--- config.mk ---
export PLATFORM = sky130hd
export DESIGN_NAME = gfx_bus_target_flat
export DESIGN_NICKNAME = d
export VERILOG_FILES = /design/src/rtl/gfx_bus_pkg.sv /design/src/rtl/gfx_bus_if.sv /design/src/rtl/gfx_regbank.sv /design/src/rtl/gfx_bus_target.sv /design/src/flat_wrapper.sv
export SDC_FILE = /design/constraint.sdc
export NUM_CORES = 2
export LEC_CHECK = 0
export CORE_MARGIN = 2
export CORE_UTILIZATION = 35
export DETAILED_ROUTE_END_ITERATION = 7
export PLACE_DENSITY = 0.6
export SETUP_SLACK_MARGIN = 0.1
export SLEW_MARGIN = 25
export SYNTH_ARGS = -nofsm -noshare
export SYNTH_HDL_FRONTEND = slang
export SYNTH_HIERARCHICAL = 1
export SYNTH_SLANG_ARGS = --single-unit
--- constraint.sdc ---
create_clock -name clk -period 227.2 [get_ports clk]
set_input_delay 45.44 -clock clk [delete_from_list [all_inputs] [get_ports clk]]
set_output_delay 45.44 -clock clk [all_outputs]
set_load 0.02 [all_outputs]
--- src/rtl/gfx_bus_pkg.sv ---
// Shared bus types for the graphics bus switch and its device responders.
package gfx_bus_pkg;

  // Command codes carried on cmdin/cmdout.
  typedef enum logic [2:0] {
    CMD_IDLE    = 3'd0,
    CMD_READ    = 3'd1,
    CMD_WRITE   = 3'd2,
    CMD_RD_RESP = 3'd3,
    CMD_WR_ACK  = 3'd4,
    CMD_ERR     = 3'd5
  } cmd_e;

  // Target-side protocol states.
  typedef enum logic [2:0] {
    ST_IDLE,
    ST_WDATA,
    ST_RDRESP,
    ST_RESP,
    ST_GAP
  } tgt_state_e;

  localparam logic [3:0] RESP_TAR = 4'hF;
  localparam logic [1:0] REQ_ON   = 2'b01;
  localparam logic [1:0] REQ_OFF  = 2'b00;

  // True for the commands a target accepts from the switch.
  function automatic logic is_request(input cmd_e c);
    return (c == CMD_READ) || (c == CMD_WRITE);
  endfunction

endpackage

--- src/rtl/gfx_bus_if.sv ---
// Switch <-> target bus bundle. master = switch side, slave = device responder.
interface gfx_bus_if;
  import gfx_bus_pkg::*;

  logic        selin;
  cmd_e        cmdin;
  logic [31:0] addrdatain;
  logic [1:0]  lenin;
  logic        ackin;
  logic [1:0]  reqout;
  logic [3:0]  reqtar;
  cmd_e        cmdout;
  logic [31:0] addrdataout;
  logic [1:0]  lenout;

  modport master (
    output selin, cmdin, addrdatain, lenin, ackin,
    input  reqout, reqtar, cmdout, addrdataout, lenout
  );

  modport slave (
    input  selin, cmdin, addrdatain, lenin, ackin,
    output reqout, reqtar, cmdout, addrdataout, lenout
  );

endinterface

--- src/rtl/gfx_regbank.sv ---
// Register bank: one synchronous write port, two asynchronous read ports.
module gfx_regbank #(
  parameter int unsigned NWORDS = 64,
  parameter int unsigned DW     = 32,
  localparam int unsigned AW    = $clog2(NWORDS)
) (
  input  logic          clk,
  input  logic          reset,
  input  logic          i_we,
  input  logic [AW-1:0] i_waddr,
  input  logic [DW-1:0] i_wdata,
  input  logic [AW-1:0] i_raddr_a,
  output logic [DW-1:0] o_rdata_a,
  input  logic [AW-1:0] i_raddr_b,
  output logic [DW-1:0] o_rdata_b
);

  logic [DW-1:0] r_mem [NWORDS];

  // Bank storage: cleared on reset, one word written per cycle.
  // NOTE: the bank must come up cleared, so every word carries a reset; this keeps it as flops rather than a RAM macro.
  always_ff @(posedge clk or posedge reset) begin
    if (reset) begin
      for (int i = 0; i < int'(NWORDS); i++) r_mem[i] <= '0;
    end else if (i_we) begin
      r_mem[i_waddr] <= i_wdata;
    end
  end

  // Reads see the pre-edge contents, so a same-cycle write shows up next cycle.
  assign o_rdata_a = r_mem[i_raddr_a];
  assign o_rdata_b = r_mem[i_raddr_b];

endmodule

--- src/rtl/gfx_bus_target.sv ---
// Slave-side responder for one graphics device on the bus switch.
// Decodes READ/WRITE bursts into its register bank and returns one response
// beat at a time, each followed by a single idle gap cycle.
module gfx_bus_target
  import gfx_bus_pkg::*;
#(
  parameter int unsigned DEV_ID = 0,
  parameter logic [31:0] BASE   = 32'hF000_0000,
  parameter int unsigned NWORDS = 64
) (
  input  logic                      clk,
  input  logic                      reset,
  gfx_bus_if.slave                  bus,
  output logic                      busy,
  input  logic [$clog2(NWORDS)-1:0] disp_idx,
  output logic [31:0]               disp_data
);

  localparam int unsigned IDX_W   = $clog2(NWORDS);
  localparam logic [31:0] WINDOW  = BASE + 32'(DEV_ID) * 32'h100;
  localparam logic [IDX_W:0] IDX_MAX = (IDX_W + 1)'(NWORDS - 1);

  tgt_state_e       r_state, w_state_nxt;
  logic [31:0]      r_addr;
  logic [1:0]       r_len;
  logic [IDX_W-1:0] r_idx;
  logic [2:0]       r_beat;
  logic             r_hit;
  cmd_e             r_resp;

  logic             w_accept;
  logic [IDX_W-1:0] w_in_idx;
  logic             w_in_hit;
  logic [IDX_W-1:0] w_bank_idx;
  logic             w_last_beat;
  logic             w_we;
  logic [31:0]      w_bus_rdata;

  // Request decode: window match, word alignment and in-range burst end.
  assign w_accept    = (r_state == ST_IDLE) && bus.selin && is_request(bus.cmdin);
  assign w_in_idx    = bus.addrdatain[IDX_W+1:2];
  assign w_in_hit    = (bus.addrdatain[31:8] == WINDOW[31:8]) &&
                       (bus.addrdatain[1:0] == 2'b00) &&
                       (({1'b0, w_in_idx} + {{(IDX_W-1){1'b0}}, bus.lenin}) <= IDX_MAX);
  // The accept-time range check guarantees idx+beat never wraps on a hit.
  assign w_bank_idx  = r_idx + IDX_W'(r_beat);
  assign w_last_beat = (r_beat == {1'b0, r_len});
  assign w_we        = (r_state == ST_WDATA) && bus.selin && r_hit;

  gfx_regbank #(.NWORDS(NWORDS), .DW(32)) u_bank (
    .clk       (clk),
    .reset     (reset),
    .i_we      (w_we),
    .i_waddr   (w_bank_idx),
    .i_wdata   (bus.addrdatain),
    .i_raddr_a (w_bank_idx),
    .o_rdata_a (w_bus_rdata),
    .i_raddr_b (disp_idx),
    .o_rdata_b (disp_data)
  );

  // State register.
  // NOTE: sequential state uses non-blocking assignments so every flop samples the pre-edge values.
  always_ff @(posedge clk or posedge reset) begin
    if (reset) r_state <= ST_IDLE;
    else       r_state <= w_state_nxt;
  end

  // Next-state logic.
  // NOTE: defaults come first so every path assigns every signal and no latch is inferred.
  always_comb begin
    w_state_nxt = r_state;
    unique case (r_state)
      ST_IDLE: begin
        if (w_accept) begin
          if (bus.cmdin == CMD_WRITE) w_state_nxt = ST_WDATA;
          else if (w_in_hit)          w_state_nxt = ST_RDRESP;
          else                        w_state_nxt = ST_RESP;
        end
      end
      ST_WDATA: begin
        if (!bus.selin || w_last_beat) w_state_nxt = ST_RESP;
      end
      ST_RDRESP, ST_RESP: begin
        if (bus.ackin) w_state_nxt = ST_GAP;
      end
      ST_GAP: begin
        if ((r_resp == CMD_RD_RESP) && (r_beat <= {1'b0, r_len})) w_state_nxt = ST_RDRESP;
        else                                                        w_state_nxt = ST_IDLE;
      end
      default: w_state_nxt = ST_IDLE;
    endcase
  end

  // Transaction context: latched at accept, beat counter and response kind updated per beat.
  always_ff @(posedge clk or posedge reset) begin
    if (reset) begin
      r_addr <= '0;
      r_len  <= '0;
      r_idx  <= '0;
      r_beat <= '0;
      r_hit  <= 1'b0;
      r_resp <= CMD_IDLE;
    end else begin
      unique case (r_state)
        ST_IDLE: begin
          if (w_accept) begin
            r_addr <= bus.addrdatain;
            r_len  <= bus.lenin;
            r_idx  <= w_in_idx;
            r_beat <= '0;
            r_hit  <= w_in_hit;
            if (bus.cmdin == CMD_WRITE) r_resp <= CMD_WR_ACK;
            else                        r_resp <= w_in_hit ? CMD_RD_RESP : CMD_ERR;
          end
        end
        ST_WDATA: begin
          if (!bus.selin)       r_resp <= CMD_ERR;
          else if (w_last_beat) r_resp <= r_hit ? CMD_WR_ACK : CMD_ERR;
          else                  r_beat <= r_beat + 3'd1;
        end
        ST_RDRESP: begin
          if (bus.ackin) r_beat <= r_beat + 3'd1;
        end
        default: ;
      endcase
    end
  end

  // Response outputs: driven only while a beat is pending, zero otherwise.
  always_comb begin
    bus.reqout      = REQ_OFF;
    bus.reqtar      = 4'h0;
    bus.cmdout      = CMD_IDLE;
    bus.addrdataout = '0;
    bus.lenout      = 2'b00;
    if ((r_state == ST_RDRESP) || (r_state == ST_RESP)) begin
      bus.reqout = REQ_ON;
      bus.reqtar = RESP_TAR;
      bus.cmdout = r_resp;
      bus.lenout = r_len;
      if (r_state == ST_RDRESP)     bus.addrdataout = w_bus_rdata;
      else if (r_resp == CMD_WR_ACK) bus.addrdataout = r_addr;
    end
  end

  assign busy = (r_state != ST_IDLE);

endmodule

--- src/flat_wrapper.sv ---
// flat-port wrapper written by rule: the top's interface ports become plain ports
module gfx_bus_target_flat import gfx_bus_pkg::*;
#(
  parameter int unsigned DEV_ID = 0,
  parameter logic [31:0] BASE   = 32'hF000_0000,
  parameter int unsigned NWORDS = 64
)
  (clk, reset, busy, disp_idx, disp_data, bus_selin, bus_cmdin, bus_addrdatain, bus_lenin, bus_ackin, bus_reqout, bus_reqtar, bus_cmdout, bus_addrdataout, bus_lenout);
  gfx_bus_if bus_i ();
  input  logic clk;
  input  logic reset;
  output logic busy;
  input  logic [$clog2(NWORDS)-1:0] disp_idx;
  output logic [31:0] disp_data;
  input wire logic [$bits(bus_i.selin)-1:0] bus_selin;
  input wire logic [$bits(bus_i.cmdin)-1:0] bus_cmdin;
  input wire logic [$bits(bus_i.addrdatain)-1:0] bus_addrdatain;
  input wire logic [$bits(bus_i.lenin)-1:0] bus_lenin;
  input wire logic [$bits(bus_i.ackin)-1:0] bus_ackin;
  output wire logic [$bits(bus_i.reqout)-1:0] bus_reqout;
  output wire logic [$bits(bus_i.reqtar)-1:0] bus_reqtar;
  output wire logic [$bits(bus_i.cmdout)-1:0] bus_cmdout;
  output wire logic [$bits(bus_i.addrdataout)-1:0] bus_addrdataout;
  output wire logic [$bits(bus_i.lenout)-1:0] bus_lenout;
  assign bus_i.selin = bus_selin;
  assign bus_i.cmdin = bus_cmdin;
  assign bus_i.addrdatain = bus_addrdatain;
  assign bus_i.lenin = bus_lenin;
  assign bus_i.ackin = bus_ackin;
  assign bus_reqout = bus_i.reqout;
  assign bus_reqtar = bus_i.reqtar;
  assign bus_cmdout = bus_i.cmdout;
  assign bus_addrdataout = bus_i.addrdataout;
  assign bus_lenout = bus_i.lenout;
  gfx_bus_target #(.DEV_ID(DEV_ID), .BASE(BASE), .NWORDS(NWORDS)) u_core (.clk(clk), .reset(reset), .bus(bus_i), .busy(busy), .disp_idx(disp_idx), .disp_data(disp_data));
endmodule
==> flow_results.org <==
** Outcome
- The flow ran to the end, and the final reports show no timing, DRC or antenna violations.

** Critical path
- Required time of the critical path :: 181760 ps
- By startpoint and endpoint, the worst setup path is classified as input pin to output pin.
- Data on the critical path arrives at its endpoint at 51380 ps.
- STA classifies the critical path endpoint as an output pin.
- STA classifies the critical path startpoint as an input pin.
- Of all nets on the critical path, the largest fanout is 47.

** Routing
- Summed over all layers, the routed wires come to 365000 µm.
- First DRT Iteration DRCs :: 6413
- After detailed routing, the number of remaining DRC violations is 0.
- The detailed router placed 68400 vias in this run.
- Post-detailed-route count of antenna-violating nets :: 0
- Mean number of vias per cell :: 6.16
- Mean routed wirelength per cell :: 32.8 µm
- Initial DRT Pass Iterations :: 8

** Die
- The die covers 324000 µm².
- In this run the standard cell core region covers 318000 µm².
- Width of the die :: 569 µm
- The floorplan has 207 rows.
- Top-Level Pins :: 123
- In this run the vertical extent of the chip is 569 µm.
- Initial core utilization :: 35.2%

** STA
- The final-report max-slew violation count came to 0.
- Highest clock frequency the design can meet :: 10.3 MHz
- After routing, the total negative slack on setup checks comes to 0 ps.
- Part of the cycle the worst path needs :: 42.6%
- Worst slew slack as a fraction of its limit :: 20.1%
- Setup slack closes at 130380 ps.
- Clock period minus final worst setup slack :: 96820 ps
- For the pin with the worst max-slew slack, the measured transition is 1160 ps.
- Number of endpoints failing setup at the final stage :: 0
- Hold is met by 510 ps.
- Clock Skews :: 35.6 ps
- The final-report hold violation count came to 0.
- Setup repair after global routing left no endpoint under its margin.

** Global route
- The total overflow left after global routing is 0.
- Maximum number of pins on one net before global-route repair :: 185
- In this run the most used layer during global routing was met2.
- For this run, the total global-route usage over all layers was measured as 22.3%.
- The initial antenna violation count is 15.
- Met1 Usage GRT :: 30.2%
- The via count of the first global-routing pass was 71000.
- In the global route stage, met2 resource usage came out at 35.8%.
- Global routing consumed, on the met3 layer, 3.95% of the routing resources.
- First-pass GRT wire length :: 529000 µm

** Finish
- In the final layout, flip-flops and latches occupy 52400 µm².
- Area of the multi-input gates :: 56300 µm²
- P&R area growth vs syn :: 11.0%
- The filler cells instantiated in the layout total 28800.
- Summing all non-filler instances in the final layout gives an area of 124000 µm².
- Measured on the finished design, the core utilization comes to 39.0%.
- Fraction of layout cells with a size suffix above 1 :: 57.3%
- The finished layout holds 11100 standard cells, fillers aside.
- At the end of the flow, the number of nets in the layout was 6799.

** CTS
- TritonCTS built the clock tree.
- The number of hold buffers added after CTS was 0.
- Clock-pin slew was measured on the worst setup and hold paths at 60 ps.
- In this run, post-CTS repair resized a total of 0 instances.
- The H-tree was split into 4 levels.
- The root buffer cell chosen for the clock tree is sky130_fd_sc_hd__clkbuf_16.
- Once the clock tree was built, the setup fixing pass inserted 0 buffers.
- Number of clock sinks :: 2092
- Clock buffer depth :: 4
- Clock tree synthesis inserted a total of 219 buffers.
- Clock latency at the later pin of the worst-skew pair :: 890 ps

** Synth
- #FFs+latches synth :: 2092
- Synthesis produced a netlist whose cell count is 6981.
- Ranked by total cell area, the synthesized netlist is headed by sky130_fd_sc_hd__dfrtp_1 (47%), sky130_fd_sc_hd__mux4_2 (23%), sky130_fd_sc_hd__mux2_2 (21%).
- In this run, synthesis inferred 0 flip-flops with an integrated enable.
- The most used flip-flop cell after synthesis is sky130_fd_sc_hd__dfrtp_1.
- Share of the synthesized area in the top cell type :: 46.8%
- Summed instance area of the synthesized netlist :: 112000 µm²
- Number of nets produced by synthesis :: 7037
- Yosys printed 6 warnings.
- Top cell type by total area after synthesis :: sky130_fd_sc_hd__dfrtp_1
- Proportion of register bits with asynchronous set or reset after synthesis :: 100%
- Count of different cell masters after synthesis :: 63
- A synthesized cell averages 16.0 µm².
- Seq/Total Area, Yosys :: 46.8%

** Placed design
- Total placed instance area :: 117000 µm²
- Port bufs :: 121
- Dpl cells :: 10700
- Post-place setup slack :: 130230 ps
- Final Wtd Congestion :: 0.825
- Detail Placement HPWL :: 212000 µm

** Job
- Across the run, the number of max-cap violations was 0.

** Pwr
- P_leak :: 56.4 nW
- Overall power consumption after layout is estimated at 1.13 mW.
- VDD sags by at most 0.0178 mV.
- For this design the ratio of total power to cell area is 9.14 nW/µm².

** Hold path
- The tightest min-delay check is of the flop to flop type.
[state kept, by name, indices dropped and copies added, names as in the netlist]
| signal | count |
|---|---|
| u_core/r_addr | 32 |
| u_core/r_state | 3 |
| u_core/r_hit | 1 |
| u_core/r_resp | 3 |
| u_core/r_len | 2 |
| u_core/r_beat | 3 |
| u_core/u_bank/r_mem | 2048 |
[Yosys cell counts (all sizes together) (10+ instances only)]
| cell | instances |
|---|---|
| mux4 | 1164 |
| nor2b | 44 |
| inv | 16 |
| a211oi | 33 |
| o21ai | 40 |
| clkbuf | 357 |
| a22oi | 35 |
| nor2 | 79 |
| o221ai | 18 |
| mux2i | 169 |
| nand3b | 10 |
| nand2 | 83 |
| a221o | 27 |
| nand2b | 10 |
| mux2 | 2121 |
| nor3 | 16 |
| a21oi | 56 |
| o22ai | 15 |
| dfrtp | 2092 |
| buf | 423 |
| a22o | 55 |
| nand3 | 39 |
[report_power, final]
group / total [mW] / internal, mW / switching [mW]
clock: 0.368 / 0.214 / 0.154
sequential: 0.380 / 0.376 / 0.00404
combinational: 0.385 / 0.130 / 0.256
[cell usage in the layout (no fill, tap or decap), types with 18 or more instances in the layout]
cell                              synthesis  layout
sky130_fd_sc_hd__mux2_2                2092    2092
sky130_fd_sc_hd__dfrtp_1               2092    2092
sky130_fd_sc_hd__mux4_2                1164    1164
sky130_fd_sc_hd__clkbuf_16                0     225
sky130_fd_sc_hd__buf_4                   68     177
sky130_fd_sc_hd__mux2i_1                169     169
sky130_fd_sc_hd__clkdlybuf4s50_1          0      83
sky130_fd_sc_hd__clkbuf_8                 0      61
sky130_fd_sc_hd__a21oi_1                 56      56
sky130_fd_sc_hd__a22o_1                  55      55
sky130_fd_sc_hd__nand2_1                 82      52
sky130_fd_sc_hd__clkbuf_1               357      45
sky130_fd_sc_hd__nor2_1                  78      43
sky130_fd_sc_hd__nor2b_1                 44      40
sky130_fd_sc_hd__clkinv_2                 0      39
sky130_fd_sc_hd__o21ai_0                 40      39
sky130_fd_sc_hd__nand3_1                 39      38
sky130_fd_sc_hd__a22oi_1                 35      35
sky130_fd_sc_hd__buf_2                  157      34
sky130_fd_sc_hd__nor2_4                   0      34
sky130_fd_sc_hd__a211oi_1                33      33
sky130_fd_sc_hd__nand2_2                  1      31
sky130_fd_sc_hd__mux2_4                  28      28
sky130_fd_sc_hd__a221o_1                 27      27
sky130_fd_sc_hd__o221ai_1                18      18
[metal layers]
| layer | share of wire (%) | up-vias |
|---|---|---|
| li1 | - | 26800 |
| met1 | 42 | 38200 |
| met2 | 47 | 2744 |
| met3 | 7.1 | 659 |
| met4 | 4.0 | 2 |
| met5 | 0.0033 | - |
[cell type report]
cell class,count,share of cell area [%]
tap,4180,4.22
antenna,7,0.0141
multi-input combinational,4092,45.4
timing repair buffer,321,2.24
clock buffer,331,5.35
clock inverter,59,0.500
inverter,17,0.0636
sequential,2092,42.2
[worst max-delay path, stage by stage]
cell                              delay (ps)
sky130_fd_sc_hd__buf_8                   440
sky130_fd_sc_hd__buf_4                   630
sky130_fd_sc_hd__buf_4                   790
sky130_fd_sc_hd__buf_4                   810
sky130_fd_sc_hd__buf_4                   810
sky130_fd_sc_hd__mux4_2                  610
sky130_fd_sc_hd__mux4_2                  510
sky130_fd_sc_hd__a22o_1                  250
sky130_fd_sc_hd__a221o_1                 320
sky130_fd_sc_hd__clkdlybuf4s50_1         560
[cells by family (layout without fill, tap and decap cells)]
logic type	after synthesis	in the layout	synth area share, %
AND/OR/NAND/NOR	318	318	1.42
multiplexers	3454	3454	46.4
adder cells (fa/ha/maj)	9	9	0.114
XOR/XNOR	6	6	0.0470
buffers and inverters	797	728	3.17
AO/OA/AOI/OAI	304	304	1.97
other	1	8	0.00336
flip-flops	2092	2092	46.8
[worst paths after layout]
path / cells past startpoint / slack (ps) / end / startpoint
min reg2reg: 1 / 510 / u_core/r_addr[12] / u_core/r_addr[12]
max reg2reg: 10 / 221850 / u_core/u_bank/r_mem[1941] / u_core/r_beat[0]
max in group asynchronous: 9 / 175880 / u_core/u_bank/r_mem[1275] / reset
min in group asynchronous: 2 / 45210 / u_core/u_bank/r_mem[741] / reset
max: 10 / 130380 / disp_data[1] / disp_idx[0]
min: 1 / 510 / u_core/r_addr[12] / u_core/r_addr[12]
Note: power is estimated with default switching activity, not from simulation.
